## src/rtl/pico_imem_loader.sv

```systemverilog
`default_nettype none
// ============================================================================
// Module      : pico_imem_loader
// Description : Instruction-memory responder for the PicoRISC-V core.
//               Serves single-cycle-valid 16-bit fetches from an on-chip
//               word store while idle, and loads that store byte-serially
//               (little-endian) from synchronised pin inputs.
//               Optional feature macro: IMEM_CHECKSUM_EN (running XOR of
//               every captured load byte on the checksum output).
// Revision    : 1.0 - initial release
// ============================================================================
module pico_imem_loader #(
  parameter int DEPTH = 32,
  parameter int AW    = 5
) (
  input  logic        clk,
  input  logic        rst_n,
  input  logic        load_en,
  input  logic        load_strobe,
  input  logic [7:0]  load_byte,
  input  logic        fetch_req,
  input  logic [7:0]  fetch_addr,
  output logic        fetch_ready,
  output logic        fetch_valid,
  output logic [15:0] fetch_instr,
  output logic [7:0]  load_count,
  output logic        load_overflow,
  output logic [7:0]  checksum
);

  localparam logic [1:0] ST_IDLE    = 2'd0;
  localparam logic [1:0] ST_LOAD_LO = 2'd1;
  localparam logic [1:0] ST_LOAD_HI = 2'd2;
  localparam logic [1:0] ST_WRITE   = 2'd3;

  logic [1:0]    state;
  logic [1:0]    state_next;

  logic          en_s1;
  logic          en_s2;
  logic          en_prev;
  logic          stb_s1;
  logic          stb_s2;
  logic          stb_prev;
  logic          en_rise;
  logic          strobe_rise;

  logic          load_start;
  logic          cap_lo;
  logic          cap_hi;
  logic          do_write;
  logic          fetch_accept;

  logic [AW-1:0] wptr;
  logic [7:0]    lo_byte;
  logic [7:0]    hi_byte;
  logic [15:0]   mem [DEPTH];
  logic          ready;

  assign en_rise      = en_s2 & ~en_prev;
  assign strobe_rise  = stb_s2 & ~stb_prev;

  // Abort (sync load_en low) takes priority over a simultaneous byte capture.
  assign load_start   = (state == ST_IDLE) & en_rise;
  assign cap_lo       = (state == ST_LOAD_LO) & en_s2 & strobe_rise;
  assign cap_hi       = (state == ST_LOAD_HI) & en_s2 & strobe_rise;
  assign do_write     = (state == ST_WRITE);

  // ready is registered from the next state, so it is 0 during reset and
  // exactly tracks when requests are accepted.
  assign fetch_ready  = ready;
  assign fetch_accept = fetch_req & ready;

  // Two-flop synchronisers plus edge-detect history for the pin inputs.
  always_ff @(posedge clk or negedge rst_n) begin
    if (!rst_n) begin
      en_s1    <= 1'b0;
      en_s2    <= 1'b0;
      en_prev  <= 1'b0;
      stb_s1   <= 1'b0;
      stb_s2   <= 1'b0;
      stb_prev <= 1'b0;
    end else begin
      en_s1    <= load_en;
      en_s2    <= en_s1;
      en_prev  <= en_s2;
      stb_s1   <= load_strobe;
      stb_s2   <= stb_s1;
      stb_prev <= stb_s2;
    end
  end

  // Load FSM next-state decode.
  always_comb begin
    state_next = state;
    case (state)
      ST_IDLE: begin
        if (en_rise) state_next = ST_LOAD_LO;
      end
      ST_LOAD_LO: begin
        if (!en_s2)           state_next = ST_IDLE;
        else if (strobe_rise) state_next = ST_LOAD_HI;
      end
      ST_LOAD_HI: begin
        if (!en_s2)           state_next = ST_IDLE;
        else if (strobe_rise) state_next = ST_WRITE;
      end
      ST_WRITE: begin
        // The write always completes; leaving load mode is decided here.
        state_next = en_s2 ? ST_LOAD_LO : ST_IDLE;
      end
      default: state_next = ST_IDLE;
    endcase
  end

  // State register and fetch-ready flag.
  always_ff @(posedge clk or negedge rst_n) begin
    if (!rst_n) begin
      state <= ST_IDLE;
      ready <= 1'b0;
    end else begin
      state <= state_next;
      ready <= (state_next == ST_IDLE);
    end
  end

  // Byte assembly, write pointer, word counter and wrap flag.
  always_ff @(posedge clk or negedge rst_n) begin
    if (!rst_n) begin
      lo_byte       <= 8'h00;
      hi_byte       <= 8'h00;
      wptr          <= '0;
      load_count    <= 8'h00;
      load_overflow <= 1'b0;
    end else begin
      if (load_start) begin
        wptr          <= '0;
        load_count    <= 8'h00;
        load_overflow <= 1'b0;
      end
      if (cap_lo) lo_byte <= load_byte;
      if (cap_hi) hi_byte <= load_byte;
      if (do_write) begin
        wptr <= wptr + AW'(1);
        if (load_count != 8'hFF) load_count <= load_count + 8'd1;
        if (wptr == AW'(DEPTH - 1)) load_overflow <= 1'b1;
      end
    end
  end

  // Instruction store; cleared by reset, written once per assembled word.
  always_ff @(posedge clk or negedge rst_n) begin
    if (!rst_n) begin
      for (int i = 0; i < DEPTH; i++) mem[i] <= 16'h0000;
    end else if (do_write) begin
      mem[wptr] <= {hi_byte, lo_byte};
    end
  end

  // Fetch response: one-cycle latency, instr holds between responses.
  always_ff @(posedge clk or negedge rst_n) begin
    if (!rst_n) begin
      fetch_valid <= 1'b0;
      fetch_instr <= 16'h0000;
    end else begin
      fetch_valid <= fetch_accept;
      if (fetch_accept) fetch_instr <= mem[fetch_addr[AW-1:0]];
    end
  end

`ifdef IMEM_CHECKSUM_EN
  logic [7:0] cks;

  // Running XOR of every captured load byte, cleared at load start.
  always_ff @(posedge clk or negedge rst_n) begin
    if (!rst_n) begin
      cks <= 8'h00;
    end else if (load_start) begin
      cks <= 8'h00;
    end else if (cap_lo || cap_hi) begin
      cks <= cks ^ load_byte;
    end
  end

  assign checksum = cks;
`else
  assign checksum = 8'h00;
`endif

  // Upper PC bits only alias into the store and are intentionally ignored.
  generate
    if (AW < 8) begin : g_addr_unused
      logic unused_addr_bits;
      assign unused_addr_bits = ^fetch_addr[7:AW];
    end
  endgenerate

endmodule
`default_nettype wire

```

## config.mk

```make
export PLATFORM = sky130hd
export DESIGN_NAME = pico_imem_loader
export DESIGN_NICKNAME = d
export VERILOG_FILES = /design/src/rtl/pico_imem_loader.sv
export SDC_FILE = /design/constraint.sdc
export NUM_CORES = 1
export LEC_CHECK = 0
export BUFFER_PORTS_ARGS = -buffer_cell sky130_fd_sc_hd__buf_2
export CAP_MARGIN = 20
export CORE_ASPECT_RATIO = 0.8
export CORE_MARGIN = 3
export CORE_UTILIZATION = 41
export DETAILED_ROUTE_END_ITERATION = 6
export HOLD_SLACK_MARGIN = 0.05
export PLACE_DENSITY = 0.56
export SLEW_MARGIN = 30
export SYNTH_ARGS = -nofsm -noshare
export SYNTH_HDL_FRONTEND = slang
export SYNTH_SLANG_ARGS = --single-unit
```

## constraint.sdc

```tcl
create_clock -name clk -period 3.28 [get_ports clk]
set_input_delay 0.328 -clock clk [delete_from_list [all_inputs] [get_ports clk]]
set_output_delay 0.328 -clock clk [all_outputs]
set_load 0.02 [all_outputs]
```

* After elaboration in Yosys (flattened, before gate mapping)
Cells that the tools add are included.
** Storage, ports and cells
- Logic and storage cells :: 94
- Latch bits :: 0
- Memories :: 0
- Bits of input ports :: 21
- ROM bits :: 0
- RAM bits :: 0
- Bits in registers :: 568
- Output and inout bits :: 35
** Operators by class
- Multiply operators :: 0
- $lt $le $gt $ge :: 3
- Multiplexer cells :: 21
- Div/mod/pow operators :: 0
- Shift-type cells :: 0
- Reduce and logical (&&, ||, !) cells :: 4
- Equality and inequality tests :: 5
- Add/subtract/negate cells :: 2
- Bitwise logic cells :: 12
** Operator list (number)
- $bwmux W512 :: 1
- $bmux W16 S5 :: 1
- $demux W16 S5 :: 1
- $mux W16 :: 3
- $mux W8 :: 3
- $ge A6 B6 Y1 const B :: 2
- $not A5 Y6 :: 2
- $mux W2 :: 5
- $mux W5 :: 2
- $add A8 B1 Y8 const B :: 1
- $and A1 B1 Y1 :: 8
- $ne A8 B8 Y1 const B :: 1
- $pmux W2 S4 :: 1
- $lt A6 B1 Y1 const B :: 1
- $add A5 B1 Y5 const B :: 1
- $eq A5 B5 Y1 const B :: 1
- $eq A2 B2 Y1 const B :: 2
- $logic_not A2 Y1 :: 2
- $mux W1 :: 4
- $eq A2 B1 Y1 const B :: 1
- $not A1 Y1 :: 2
- $reduce_bool A2 Y1 :: 1
- $logic_and A1 B1 Y1 :: 1

* Logic depth before layout (Yosys ltp)
- Word-level depth :: 6
- Gate-level depth with buffers :: 8
- Mapped depth without buffers :: 6

* Worst setup path after synthesis
No wires, ideal clock.
- Kind :: reg-to-reg
- Start :: register wptr[0]
- End :: register mem[341] (netlist bit)
- Setup slack :: 1416 ps
- Library setup time :: 125 ps
- Buffers on the path :: 2
- Clock period less this slack :: 1864 ps
- Stages on the path, launching flop included :: 8
- Data arrival time :: 1739 ps
- Cells stage by stage :: dfrtp_1 -> inv_1 -> ha_1 -> and3_1 -> clkbuf_1 -> nand2_1 -> buf_2 -> mux2_2
** On the way
- Longest elaborated chain between the ends :: 6
- Elaborated cells between the ends (all ways) :: 7
- Those cells by class :: order compare: 2; mux: 3; bitwise: 1; reduce/logical: 1
** Ends and longest elaborated chain
- start: declaration :: line 54 : logic [AW-1:0] wptr;
- start signal: assignment :: line 144 : wptr <= wptr + AW'(1);
- $not A5 Y6 (not written as such) * :: line 156 : mem[wptr] <= {hi_byte, lo_byte};
- $ge A6 B6 Y1 (not written as such) / $lt A6 B1 Y1 (equally long branches) :: line 156
- $logic_and A1 B1 Y1 (not written as such) :: line 156
- $mux W16 (not written as such) :: line 156
- $demux W16 S5 * :: line 156
- $bwmux W512 * :: line 156
- end signal: indexed assignment :: line 156
- end: declaration :: line 57 : logic [15:0] mem [DEPTH];
Mark *: on every way between the ends. The rest lies on a longest branch, timed or not.
A chain may end at the register's enable or synchronous reset.

* Worst setup path in the final report
- Start :: register state[1]
- End :: register mem[115] (netlist bit)
** On the way
- Longest elaborated chain between the ends :: 1
** Ends and longest elaborated chain
- start: declaration :: line 36 : logic [1:0] state;
- start signal: assignment :: line 122 : state <= state_next;
- $eq A2 B2 Y1 :: line 67 : assign do_write = (state == ST_WRITE);
Every way passes these cells.

==> flow_summary.ini <==
[routing]
drt_iter0_markers = 811
routedWlPerCell_um = 24.42
drc = 0
num_vias = 15631
drt_pass1_iterations = 5
routed_wl_um = 68050
ant_nets = 0
via_per_inst = 5.609

[floorplan]
initial_core_util = 0.4160
die_area_sq_mm = 0.06690
coreArea_sq_mm = 0.06289
fp.dieH_um = 231.9
die_w_um = 288.4
pin_count = 56
fp-row-count = 82

[worst_setup_path]
crit_fanout = 16
start_kind = register
crit_path_end = mem[115]
ff2ff_path_depth = 5
r2r_start = state[1]
crit_arrival_ps = 2690
r2r-end = mem[115]
endpoint_kind = register
critPathKind = register to register
rrSetupSlack_ps = 1090
crit_required_ps = 3770
crit_start = state[1]

[grt]
grt_antenna_before_repair = 0
grtUsageTotal = 0.2063
grt_pass1_vias = 16257
grt_overflow = 0
grt_pass1_wl_um = 104100
grt_max_degree = 91

[layout]
nets = 1926
nFillCells = 5579
drive_gt1_frac = 0.2785
final_cell_mix = dfrtp_1, mux2_1, mux2i_1
fin_util = 0.4683
fin_cells = 2787
syn_to_final_growth_pct = 12.57
final_common_cell = dfrtp_1

[sta]
tightest_slew_ps = 941.2
tns_ps = 0
hold_viol = 0
slew_headroom = 0.3710
worst_slack_ps = 1086
drv_slew = 0
finalClockSkew_ps = 13.36
fin_crit_ps = 2194
post-route-period-util = 0.6690
rsz0062_at_grt = false
hold_slack_ps = 310.0
finalSetupViolCount = 0
fmax_mhz = 455.7

[clock_tree]
cts_setup_buffers = 0
cts-resized-gates = 0
cts_tree = done
clk_pin_slew_ps = 60
cts_made_buffers = 58
clk_path_buf_depth = 3
clkSinkCount = 568
clk-insertion-delay-late_ps = 620
htree_levels = 2
clockRootBuffer = clkbuf_16

[synth]
synth.yosys.warnings = 0
netlist_area_sq_mm = 0.02616
synth-seq-area-share = 0.5433
synth_seq_cells = 568
synth_cell_types = 47
syn_inst = 1856
synth.avg_cell_area_sq_um = 14.10

[placement]
dp_cells = 2668
port_buffers = 44
gp_congestion = 0.7696
place_hpwl_um = 41440
dp_slack_ps = 688.5

[power_and_ir_drop]
power_density_mw_per_mm2 = 519.5
peakVddDrop_uv = 389.4
p_leak_uw = 0.01496

[hold_path]
holdCritPathClass = input port to register

[run_status]
status = finished clean

[run]
cap_violations = 0
[cell families after synthesis]
kind of cell             synth area share
multiplexers                       0.3264
flip-flops                         0.5433
AO/OA/AOI/OAI                     0.06757
buffers and inverters             0.03644
AND/OR/NAND/NOR                   0.02228
adder cells (fa/ha/maj)          0.002869
XOR/XNOR                         0.001004
other                           0.0001433
[worst max-delay path: stages (launching register included)]
cell and delay, ps:
dfrtp_1 500, and2_1 170, buf_4 190, nand2_2 170
nor2_4 620, mux2_2 420
[synthesized netlist by cell type (all sizes together)]
| library cell | count | area share |
|---|---|---|
| o21a | 1 | 0.00029 |
| nand3 | 5 | 0.00096 |
| and2 | 3 | 0.00072 |
| a22oi | 64 | 0.018 |
| a21oi | 34 | 0.0065 |
| o31ai | 1 | 0.00029 |
| nor3b | 4 | 0.0019 |
| nor2 | 25 | 0.0058 |
| inv | 6 | 0.00086 |
| dfrtp | 568 | 0.54 |
| conb | 1 | 0.00014 |
| xor2 | 3 | 0.0010 |
| or2 | 1 | 0.00024 |
| nand4 | 3 | 0.00072 |
| nand2b | 3 | 0.00072 |
| o22ai | 17 | 0.0041 |
| nand3b | 4 | 0.0013 |
| o31a | 1 | 0.00033 |
| o21ai | 10 | 0.0019 |
| a31oi | 1 | 0.00024 |
| clkbuf | 73 | 0.010 |
| a221oi | 32 | 0.014 |
| buf | 92 | 0.025 |
| mux2i | 257 | 0.098 |
| a31o | 1 | 0.00033 |
| o41ai | 17 | 0.010 |
| nor2b | 2 | 0.00048 |
| and3 | 6 | 0.0014 |
| ha | 6 | 0.0029 |
| o22a | 1 | 0.00033 |
| mux2 | 530 | 0.23 |
| a22o | 33 | 0.011 |
| nor3 | 3 | 0.00096 |
| nand2 | 48 | 0.0071 |
[sequential cells by signal (all words and copies together), names as in the netlist]
register / cells
mem: 512
fetch_instr: 16
hi_byte: 8
lo_byte: 8
load_count: 8
wptr: 5
state: 2
en_prev: 1
en_s1: 1
en_s2: 1
fetch_ready: 1
fetch_valid: 1
load_overflow: 1
stb_prev: 1
stb_s1: 1
stb_s2: 1
[layout make-up]
cell class | count | area [sq um] | share of cell area
flip-flops and latches | 568 | 14230 | 0.4832
multi-input cells | 1124 | 11050 | 0.3751
clock buffers | 92 | 1740 | 0.05909
repair buffers | 141 | 1196 | 0.04061
well taps | 840 | 1051 | 0.03569
clock inverters | 15 | 158.9 | 0.005395
inverters | 6 | 22.52 | 0.0007647
diodes | 1 | 2.502 | 0.00008497
[what timing repair did]
| action | 4_1_cts | 5_1_grt |
|---|---|---|
| hold buffers | 11 | 0 |
| hold endpoints to repair | 95 | 0 |
| endpoints found under the setup margin | 0 | 0 |
[metal layers]
metal | vias up | part of all wire | routed length (um) | track usage
met5 | - | 0 | 0 | 0
met4 | 0 | 0.024 | 1642 | 0.05759
met3 | 92 | 0.040 | 2700 | 0.03121
met2 | 258 | 0.45 | 30580 | 0.3161
met1 | 8384 | 0.49 | 33120 | 0.3042
li1 | 6897 | - | - | -
[worst min-delay path by stage]
| stage | cells after the start | start | endpoint |
|---|---|---|---|
| after floorplan | 0 | rst_n | en_prev |
| after global placement | 0 | stb_s1 | stb_s2 |
| after detailed placement | 0 | stb_s1 | stb_s2 |
| after CTS | 3 | fetch_req | fetch_valid |
| after global routing | 3 | fetch_req | fetch_valid |
| final | 3 | fetch_req | fetch_valid |
[power by group]
part / total, uW / switching (uW) / internal [uW]
Combinational: 1050 / 654 / 399
Sequential: 7620 / 493 / 7130
Clock: 6620 / 2770 / 3850
[through the flow]
step                      instance area, sq um  total power, uW
after floorplan                          26190             8171
after global placement                   27420             8762
after detailed placement                 27430             8801
after CTS                                29440            15500
after global routing                     29450            15920
final                                    29450            15300
Power figures use the tool's default switching activity.
